<file path="src/rtl/tmp_pkg.sv">
// Shared types for the multi-channel temperature-sensor sequencer.
package tmp_pkg;

    typedef enum logic [2:0] {
        ST_IDLE,
        ST_PRECHARGE,
        ST_BLANK1,
        ST_DIODE,
        ST_BLANK2,
        ST_BIGDIODE,
        ST_DONE
    } tmp_state_e;

    localparam int unsigned PH_MIN = 2;

    typedef struct packed {
        logic pii1;
        logic pii2;
        logic pi1;
        logic pi2;
    } tmp_phase_t;

endpackage

</file>
<file path="src/rtl/tmp_phase_timer.sv">
// Loadable phase-length down-counter: flags the 2nd cycle onward and the last cycle of a phase.
module tmp_phase_timer #(
    parameter int unsigned PH_W = 6
) (
    input  logic            clk_i,
    input  logic            reset_ni,
    input  logic            load_i,
    input  logic [PH_W-1:0] len_i,
    output logic            second_o,
    output logic            last_o
);

    logic [PH_W-1:0] cnt_q, cnt_d;
    logic            second_q, second_d;

    always_comb begin
        cnt_d    = cnt_q;
        second_d = second_q;
        if (load_i) begin
            cnt_d    = len_i - 1'b1;
            second_d = 1'b0;
        end else if (cnt_q != '0) begin
            cnt_d    = cnt_q - 1'b1;
            second_d = 1'b1;
        end
    end

    always_ff @(posedge clk_i or negedge reset_ni) begin
        if (!reset_ni) begin
            cnt_q    <= '0;
            second_q <= 1'b0;
        end else begin
            cnt_q    <= cnt_d;
            second_q <= second_d;
        end
    end

    assign second_o = second_q;
    assign last_o   = (cnt_q == '0);

endmodule

</file>
<file path="src/rtl/tmp_seq_mc.sv">
// Multi-channel temperature-sensor sequencer: phase generation, charge-balance loop,
// snk event counting and channel stepping. All outputs are registered.
module tmp_seq_mc
    import tmp_pkg::*;
#(
    parameter int unsigned N_CH  = 4,
    parameter int unsigned PH_W  = 6,
    parameter int unsigned CYC_W = 8,
    parameter int unsigned ACC_W = 12,
    localparam int unsigned CH_W = (N_CH > 1) ? $clog2(N_CH) : 1
) (
    input  logic             clk,
    input  logic             reset_n,
    input  logic             start,
    input  logic             cont,
    input  logic             cmp,
    input  logic [PH_W-1:0]  ph_len,
    input  logic [CYC_W-1:0] n_cyc,
    output logic             PII1,
    output logic             PII2,
    output logic             PI1,
    output logic             PI2,
    output logic             src_n,
    output logic             snk,
    output logic             preChrg,
    output logic [N_CH-1:0]  ch_sel,
    output logic             busy,
    output logic             valid,
    output logic [ACC_W-1:0] result,
    output logic [CH_W-1:0]  result_ch
);

    tmp_state_e       state_q, state_d;
    logic [PH_W-1:0]  phlen_q, phlen_d;
    logic [CYC_W-1:0] ncyc_q, ncyc_d;
    logic [CYC_W-1:0] cyc_q, cyc_d;
    logic [ACC_W-1:0] acc_q, acc_d;
    logic [CH_W-1:0]  ch_q, ch_d;

    tmp_phase_t       ph_q, ph_d;
    logic             src_n_q, src_n_d;
    logic             snk_q, snk_d;
    logic             prechrg_q, prechrg_d;
    logic             busy_q, busy_d;
    logic             valid_q, valid_d;
    logic [ACC_W-1:0] result_q, result_d;
    logic [CH_W-1:0]  result_ch_q, result_ch_d;
    logic [N_CH-1:0]  ch_sel_q, ch_sel_d;

    logic timer_load, ph_second, ph_last, arm;

    tmp_phase_timer #(.PH_W(PH_W)) u_timer (
        .clk_i    (clk),
        .reset_ni (reset_n),
        .load_i   (timer_load),
        .len_i    (phlen_q),
        .second_o (ph_second),
        .last_o   (ph_last)
    );

    assign arm = start | cont;

    // Outputs are decoded from the current state and registered, so they trail the state by one cycle.
    always_comb begin
        state_d     = state_q;
        phlen_d     = phlen_q;
        ncyc_d      = ncyc_q;
        cyc_d       = cyc_q;
        acc_d       = acc_q;
        ch_d        = ch_q;
        ph_d        = '0;
        src_n_d     = 1'b1;
        snk_d       = 1'b0;
        prechrg_d   = 1'b0;
        busy_d      = (state_q != ST_IDLE);
        valid_d     = 1'b0;
        result_d    = result_q;
        result_ch_d = result_ch_q;
        ch_sel_d    = N_CH'(1) << ch_q;
        timer_load  = 1'b0;

        unique case (state_q)
            ST_IDLE, ST_DONE: begin
                if (state_q == ST_DONE) begin
                    valid_d     = 1'b1;
                    result_d    = acc_q;
                    result_ch_d = ch_q;
                    ch_d        = (ch_q == CH_W'(N_CH - 1)) ? '0 : ch_q + 1'b1;
                    state_d     = ST_IDLE;
                end
                if (arm) begin
                    state_d = ST_PRECHARGE;
                    phlen_d = (ph_len < PH_W'(PH_MIN)) ? PH_W'(PH_MIN) : ph_len;
                    ncyc_d  = (n_cyc == '0) ? CYC_W'(1) : n_cyc;
                end
            end
            ST_PRECHARGE: begin
                prechrg_d = 1'b1;
                acc_d     = '0;
                cyc_d     = '0;
                state_d   = ST_BLANK1;
            end
            ST_BLANK1: begin
                timer_load = 1'b1;
                state_d    = ST_DIODE;
            end
            ST_DIODE: begin
                ph_d.pii1 = 1'b1;
                ph_d.pii2 = ph_second;
                if (ph_last) state_d = ST_BLANK2;
            end
            ST_BLANK2: begin
                timer_load = 1'b1;
                state_d    = ST_BIGDIODE;
            end
            ST_BIGDIODE: begin
                ph_d.pi1 = 1'b1;
                ph_d.pi2 = ph_second;
                if (ph_second) begin
                    if (cmp) snk_d   = ~snk_q;
                    else     src_n_d = ~src_n_q;
                    if (snk_d && !snk_q && acc_q != '1) acc_d = acc_q + 1'b1;
                end
                if (ph_last) begin
                    cyc_d   = cyc_q + 1'b1;
                    state_d = (cyc_d == ncyc_q) ? ST_DONE : ST_BLANK1;
                end
            end
            default: state_d = ST_IDLE;
        endcase
    end

    always_ff @(posedge clk or negedge reset_n) begin
        if (!reset_n) begin
            state_q     <= ST_IDLE;
            phlen_q     <= PH_W'(PH_MIN);
            ncyc_q      <= CYC_W'(1);
            cyc_q       <= '0;
            acc_q       <= '0;
            ch_q        <= '0;
            ph_q        <= '0;
            src_n_q     <= 1'b1;
            snk_q       <= 1'b0;
            prechrg_q   <= 1'b0;
            busy_q      <= 1'b0;
            valid_q     <= 1'b0;
            result_q    <= '0;
            result_ch_q <= '0;
            ch_sel_q    <= N_CH'(1);
        end else begin
            state_q     <= state_d;
            phlen_q     <= phlen_d;
            ncyc_q      <= ncyc_d;
            cyc_q       <= cyc_d;
            acc_q       <= acc_d;
            ch_q        <= ch_d;
            ph_q        <= ph_d;
            src_n_q     <= src_n_d;
            snk_q       <= snk_d;
            prechrg_q   <= prechrg_d;
            busy_q      <= busy_d;
            valid_q     <= valid_d;
            result_q    <= result_d;
            result_ch_q <= result_ch_d;
            ch_sel_q    <= ch_sel_d;
        end
    end

    assign PII1      = ph_q.pii1;
    assign PII2      = ph_q.pii2;
    assign PI1       = ph_q.pi1;
    assign PI2       = ph_q.pi2;
    assign src_n     = src_n_q;
    assign snk       = snk_q;
    assign preChrg   = prechrg_q;
    assign busy      = busy_q;
    assign valid     = valid_q;
    assign result    = result_q;
    assign result_ch = result_ch_q;
    assign ch_sel    = ch_sel_q;

endmodule

</file>
<file path="config.mk">
export PLATFORM = sky130hd
export DESIGN_NAME = tmp_seq_mc
export DESIGN_NICKNAME = d
export VERILOG_FILES = /design/src/rtl/tmp_pkg.sv /design/src/rtl/tmp_phase_timer.sv /design/src/rtl/tmp_seq_mc.sv
export SDC_FILE = /design/constraint.sdc
export NUM_CORES = 1
export LEC_CHECK = 0
export BUFFER_PORTS_ARGS = -buffer_cell sky130_fd_sc_hd__buf_2
export CAP_MARGIN = 20
export CELL_PAD_IN_SITES_DETAIL_PLACEMENT = 1
export CELL_PAD_IN_SITES_GLOBAL_PLACEMENT = 1
export CORE_MARGIN = 5
export CORE_UTILIZATION = 30
export DETAILED_ROUTE_END_ITERATION = 7
export PLACE_DENSITY_LB_ADDON = 0.1
export SYNTH_ARGS = -nofsm -noshare
export SYNTH_HDL_FRONTEND = slang
export SYNTH_SLANG_ARGS = --single-unit
export TNS_END_PERCENT = 10
</file>
<file path="constraint.sdc">
create_clock -name clk -period 2 [get_ports clk]
set_clock_uncertainty 0.2 [all_clocks]
set_input_delay 0.1 -clock clk [delete_from_list [all_inputs] [get_ports clk]]
set_output_delay 0.1 -clock clk [all_outputs]
set_load 0.01 [all_outputs]
</file>
Yosys cells after proc, flatten, opt, wreduce, memory -nomap -nowiden
Index checks and enable logic that the tools add are counted.
- flip-flop bits (word level): 73
- input bits: 19
- output and inout bits: 27
- logic and storage cells: 93
- add/sub/neg operators: 5
- magnitude comparators: 1
- eq/ne operators: 14
- shifts and indexed selects: 1
- muxes and demuxes: 32
- bitwise logic cells: 3
- reductions and logical operators: 17
- operator list (kind ; number):
    12-bit two-way mux ; 2
    12-bit case mux with 2 select lines ; 1
    6-bit two-way mux ; 3
    3-bit case mux with 6 select lines ; 1
    8-bit two-way mux ; 2
    8-bit case mux with 2 select lines ; 1
    3-bit two-way mux ; 5
    1-bit two-way mux ; 14
    12-bit by 1-bit adder with 12-bit output (second input constant) ; 1
    12-bit != test (second input constant) ; 1
    6-bit by 1-bit subtractor with 6-bit output (second input constant) ; 2
    3-bit equality test (second input constant) ; 3
    8-bit by 1-bit adder with 8-bit output (second input constant) ; 1
    8-bit equality test ; 1
    8-bit zero test ; 1
    3-bit by 2-bit equality test with 1-bit output (second input constant) ; 2
    6-bit zero test ; 1
    6-bit by 2-bit less-than comparator with 1-bit output (second input constant) ; 1
    2-bit two-way mux ; 3
    2-bit != test (second input constant) ; 3
    2-bit AND reduction ; 3
    3-bit AND reduction ; 2
    6-bit nonzero test ; 1
    2-bit nonzero test ; 2
    13 further kinds ; 16

Depth between registers and ports, before layout
- word-level depth: 9
- mapped depth: 10
- gate-level depth less buffers: 8

Hierarchy
From an unflattened synthesis, not the netlist that was laid out.
- cells, all modules: 319
- area total of the unflattened synthesis: 3474.6 sq um
- by module, submodules not included (module ; instances ; cells each ; area each (sq um) ; seq. area each (sq um)):
    tmp_seq_mc ; 1 ; 277 ; 3065.4 ; 1656.6
    tmp_phase_timer ; 1 ; 42 ; 409.1 ; 175.2

Least setup slack after synthesis
OpenSTA, ideal clock, no wires.
- path type: register to register
- start point: reg state_q[2]
- end point: reg u_timer.cnt_q[4]
- setup time: 0.127 ns
- arrival: 1.760 ns
- required time: 1.673 ns
- slack: -0.087 ns
- cell stages (with the launch flop): 10
- path buffers: 2
- clock period less this slack: 2.087 ns
- cell sequence: dfrtp_1 buf_2 xnor2_1 nor2_1 buf_2 mux2i_1 ha_1 nand2_1 a211oi_1 a21oi_1
- cells in the longest elaborated chain, start to end: 4
- elaborated cells between the ends (all ways): 6
- classes of those cells: 2 x eq/ne; 2 x mux; 2 x reduce/logical
- RTL lines (what ; RTL line ; RTL):
    from (decl) ; tmp_seq_mc.sv:33 ; tmp_state_e state_q, state_d;
    from (signal assigned) ; tmp_seq_mc.sv:151 ; state_q <= state_d;
    3-bit equality test or 3-bit by 2-bit equality test with 1-bit output (tied branches) ; tmp_seq_mc.sv:82 ; unique case (state_q)
    2-bit OR reduction (no line) * ; n/a ;
    1-bit two-way mux * ; tmp_seq_mc.sv:82 ;
    6-bit two-way mux or 2-bit nonzero test (tied branches) ; n/a ;
    to (signal assigned) ; tmp_phase_timer.sv:33 ; cnt_q <= cnt_d;
    to (decl) ; tmp_phase_timer.sv:13 ; logic [PH_W-1:0] cnt_q, cnt_d;
Mark *: on every way between the ends. The rest lies on a longest branch, timed or not.
A chain may end at the register's enable or synchronous reset.

Final worst setup path
- start point: reg u_timer.cnt_q[3]
- end point: reg u_timer.cnt_q[2]
- cells in the longest elaborated chain, start to end: 2
- RTL lines (what ; RTL line ; RTL):
    6-bit nonzero test ; tmp_phase_timer.sv:22 ; end else if (cnt_q != '0) begin
    2-bit nonzero test (no line) ; n/a ;
No other way between the ends.

==> impl_metrics.env <==
export IMPL_initial_utilization=0.306
export IMPL_slew_headroom=0.763
export IMPL_synthFlopType="dfrtp_1"
export IMPL_crit_path_end_kind="flip-flop"
export IMPL_routed_wl_um=8580
export IMPL_cts_buffers_inserted=9
export IMPL_cp_max_fo=3
export IMPL_ys_seq_elements=73
export IMPL_nNetsFinal=465
export IMPL_reg2reg_setup_slack_ns=0.03
export IMPL_tightest_slew_ns=0.352
export IMPL_reg2regPathDepth=6
export IMPL_insertion_delay_ns=0.33
export IMPL_synth_cell_types=58
export IMPL_viasPerCell=4.82
export IMPL_path_clk_slew_ns=0.06
export IMPL_ir_drop_mv=0.558
export IMPL_ys_seq_area_frac=0.525
export IMPL_regArea_mm2=0.00183
export IMPL_hold_viol_final=0
export IMPL_netlist_instances=344
export IMPL_avgSynthCellArea_um2=10.1
export IMPL_gp_congestion=0.778
export IMPL_cts_root_buffer="clkbuf_16"
export IMPL_die_y_um=118
export IMPL_synth_top_area_share=0.495
export IMPL_fin_cells=587
export IMPL_drt_iter0_drc=138
export IMPL_layout_min_cycle_time_ns=1.97
export IMPL_drive_gt1_frac=0.300
export IMPL_timing_rr_start="u_timer.cnt_q[3]$_DFFE_PN0P_"
export IMPL_grt_pass1_vias=3025
export IMPL_stdcell_area_mm2=0.00464
export IMPL_clkSinkCount=73
export IMPL_fin_crit_sh=0.984
export IMPL_synth_nets=370
export IMPL_vias=2827
export IMPL_path_class="reg2reg"
export IMPL_start_kind="flip-flop"
export IMPL_hp_class="in2async"
export IMPL_antenna_found_initial=0
export IMPL_power_density_mw_per_mm2=1060
export IMPL_diodes=0
export IMPL_grtUsageTotal=0.131
export IMPL_dieArea_mm2=0.0139
export IMPL_r2r_end="u_timer.cnt_q[2]$_DFFE_PN0P_"
export IMPL_dp_hpwl_um=6360
export IMPL_drtAntennaViolNets=0
export IMPL_wire_per_inst_um=14.6
export IMPL_synthTopCellsByArea="dfrtp_1, nand2_1, dfstp_2"
export IMPL_clockBufferDepth=2
export IMPL_p_leak_nw=2.16
export IMPL_fp_dieW_um=118
export IMPL_required_ns=2.00
export IMPL_outcome="finished, final reports clean"
export IMPL_core_area_mm2=0.0114
export IMPL_grt_max_degree=37
export IMPL_io_buffers=45
export IMPL_place_area_mm2=0.00413
export IMPL_fp_row_count=39
export IMPL_max_freq_ghz=0.508
export IMPL_synth_edf_count=0
export IMPL_nFillCells=1274
export IMPL_ctsHtreeMaxLevel=3
export IMPL_yosysTopAreaCell="dfrtp_1"
export IMPL_areaGrowthSynthToFinish_pct=32.8
export IMPL_synth_async_sr_flop_share=1.00
export IMPL_post_route_drc_count=0
export IMPL_rsz0062_at_grt="yes"
export IMPL_synth_area_mm2=0.00349
export IMPL_ys_warn_count=0
export IMPL_first_pass_iters=4
export IMPL_grt_overflow_total=0
export IMPL_dp_cells=553
export IMPL_boundaryPins=46
export IMPL_arrival_ns=1.97
export IMPL_grt_pass1_wl_um=15000
export IMPL_cts_tree="done"
export IMPL_cap_violations=0
export IMPL_drv_slew=0
export IMPL_multiInputGateArea_mm2=0.00160
export IMPL_finalSetupViolations=0
-- layout make-up --
class	count	area share
Sequential cell	73	0.395
Timing Repair Buffer	98	0.150
Multi-Input combinational cell	249	0.345
Inverter	8	0.00729
Clock inverter	5	0.0119
Tap cell	143	0.0386
Clock buffer	11	0.0524
-- report_power, final --
group | total (mW) | switching [mW] | leakage, nW | internal, mW
Sequential | 2.02 | 0.230 | 0.946 | 1.79
Combinational | 1.27 | 0.635 | 1.07 | 0.634
Clock | 1.61 | 0.614 | 0.142 | 0.995
-- timing repair --
action,4_1_cts,5_1_grt
endpoints found under the setup margin,0,11
setup buffers,0,2
hold buffers,16,0
resized for setup,0,7
hold endpoints to repair,85,0
-- critical path, cell delays in order, from the launching register on --
cell and delay, ns:
dfrtp_1 0.40, or4_4 0.56, nor3_4 0.20, buf_4 0.15, nor2_1 0.05, o211ai_1 0.17, o21ai_1 0.12
-- cells in the final DEF (no fill, tap or decap), types with 6 or more instances in the layout --
master	n
dfrtp_1	69
nand2_1	58
buf_2	44
buf_4	35
nor2_1	23
dlygate4sd3_1	16
o21ai_1	15
o21ai_0	11
nand3_1	11
xor2_1	10
a21oi_1	9
clkbuf_16	9
mux2_2	7
xnor2_1	6
inv_1	6
ha_1	6
-- Yosys cell counts (4+ instances only) --
cell	number
nor3_1	6
and3_1	4
dfstp_2	4
clkbuf_1	5
nand4_1	5
nor4_1	5
dfrtp_1	69
ha_1	7
nand2_1	59
mux2_2	7
nor2b_1	5
mux2_1	4
a21oi_1	9
nor2_1	24
buf_2	8
or3_1	5
nand3_1	11
o21ai_1	16
xnor2_1	6
xor2_1	10
inv_1	7
o21ai_0	11
mux2i_1	4
o31ai_1	4
-- routing by layer --
layer	wire length [µm]	part of all wire	vias to the layer above	track usage
met2	4120	0.48	47	0.213
met1	4050	0.47	1372	0.171
li1	-	-	1400	-
met3	311	0.036	8	0.0327
met5	0	0	-	0
met4	99	0.012	0	0.0409
-- flip-flops by register name, summed over array words and instances (netlist names) --
register and flops:
cyc_q 8, PII2 1, snk 1, u_timer.second_o 1, valid 1, state_q 3
u_timer.cnt_q 6, ncyc_q 8, phlen_q 6, ch_q 2, preChrg 1, PI1 1
ch_sel 4, PI2 1, src_n 1, result_ch 2, acc_q 12, PII1 1
busy 1, result 12
-- worst max path at each step --
stage,cells past startpoint,startpoint,endpoint
after floorplan,10,state_q[2]$_DFFE_PN0P_,u_timer.cnt_q[4]$_DFFE_PN0P_
after global placement,8,state_q[2]$_DFFE_PN0P_,u_timer.cnt_q[4]$_DFFE_PN0P_
after detailed placement,8,state_q[2]$_DFFE_PN0P_,u_timer.cnt_q[4]$_DFFE_PN0P_
after CTS,8,state_q[2]$_DFFE_PN0P_,u_timer.cnt_q[4]$_DFFE_PN0P_
after global routing,6,u_timer.cnt_q[3]$_DFFE_PN0P_,u_timer.cnt_q[2]$_DFFE_PN0P_
final,6,u_timer.cnt_q[3]$_DFFE_PN0P_,u_timer.cnt_q[2]$_DFFE_PN0P_
-- stage by stage --
stage / setup TNS, ns / util / setup slack [ns] / hold WS (ns) / power, mW
6_report: 0 / 0.406 / 0.0311 / 0.0277 / 4.89
5_1_grt: -0.102 / 0.406 / -0.0327 / 0.0537 / 5.21
4_1_cts: 0 / 0.402 / 0.00313 / 0.0176 / 4.96
3_5_place_dp: 0 / 0.362 / 0.0233 / -0.167 / 3.28
3_3_place_gp: 0 / 0.362 / 0.0735 / -0.167 / 3.23
2_1_floorplan: -0.0143 / - / -0.0143 / -0.396 / 2.79
-- logic make-up (layout without fill, tap and decap cells) --
logic type               after synthesis  after routing  synth area share
AND/OR/NAND/NOR                      143            143             0.205
flip-flops                            73             73             0.525
AO/OA/AOI/OAI                         68             68             0.131
buffers and inverters                 22            122            0.0276
XOR/XNOR                              16             16            0.0401
multiplexers                          15             15            0.0470
adder cells (fa/ha/maj)                7              7            0.0251
Note: power is estimated with default switching activity, not from simulation.
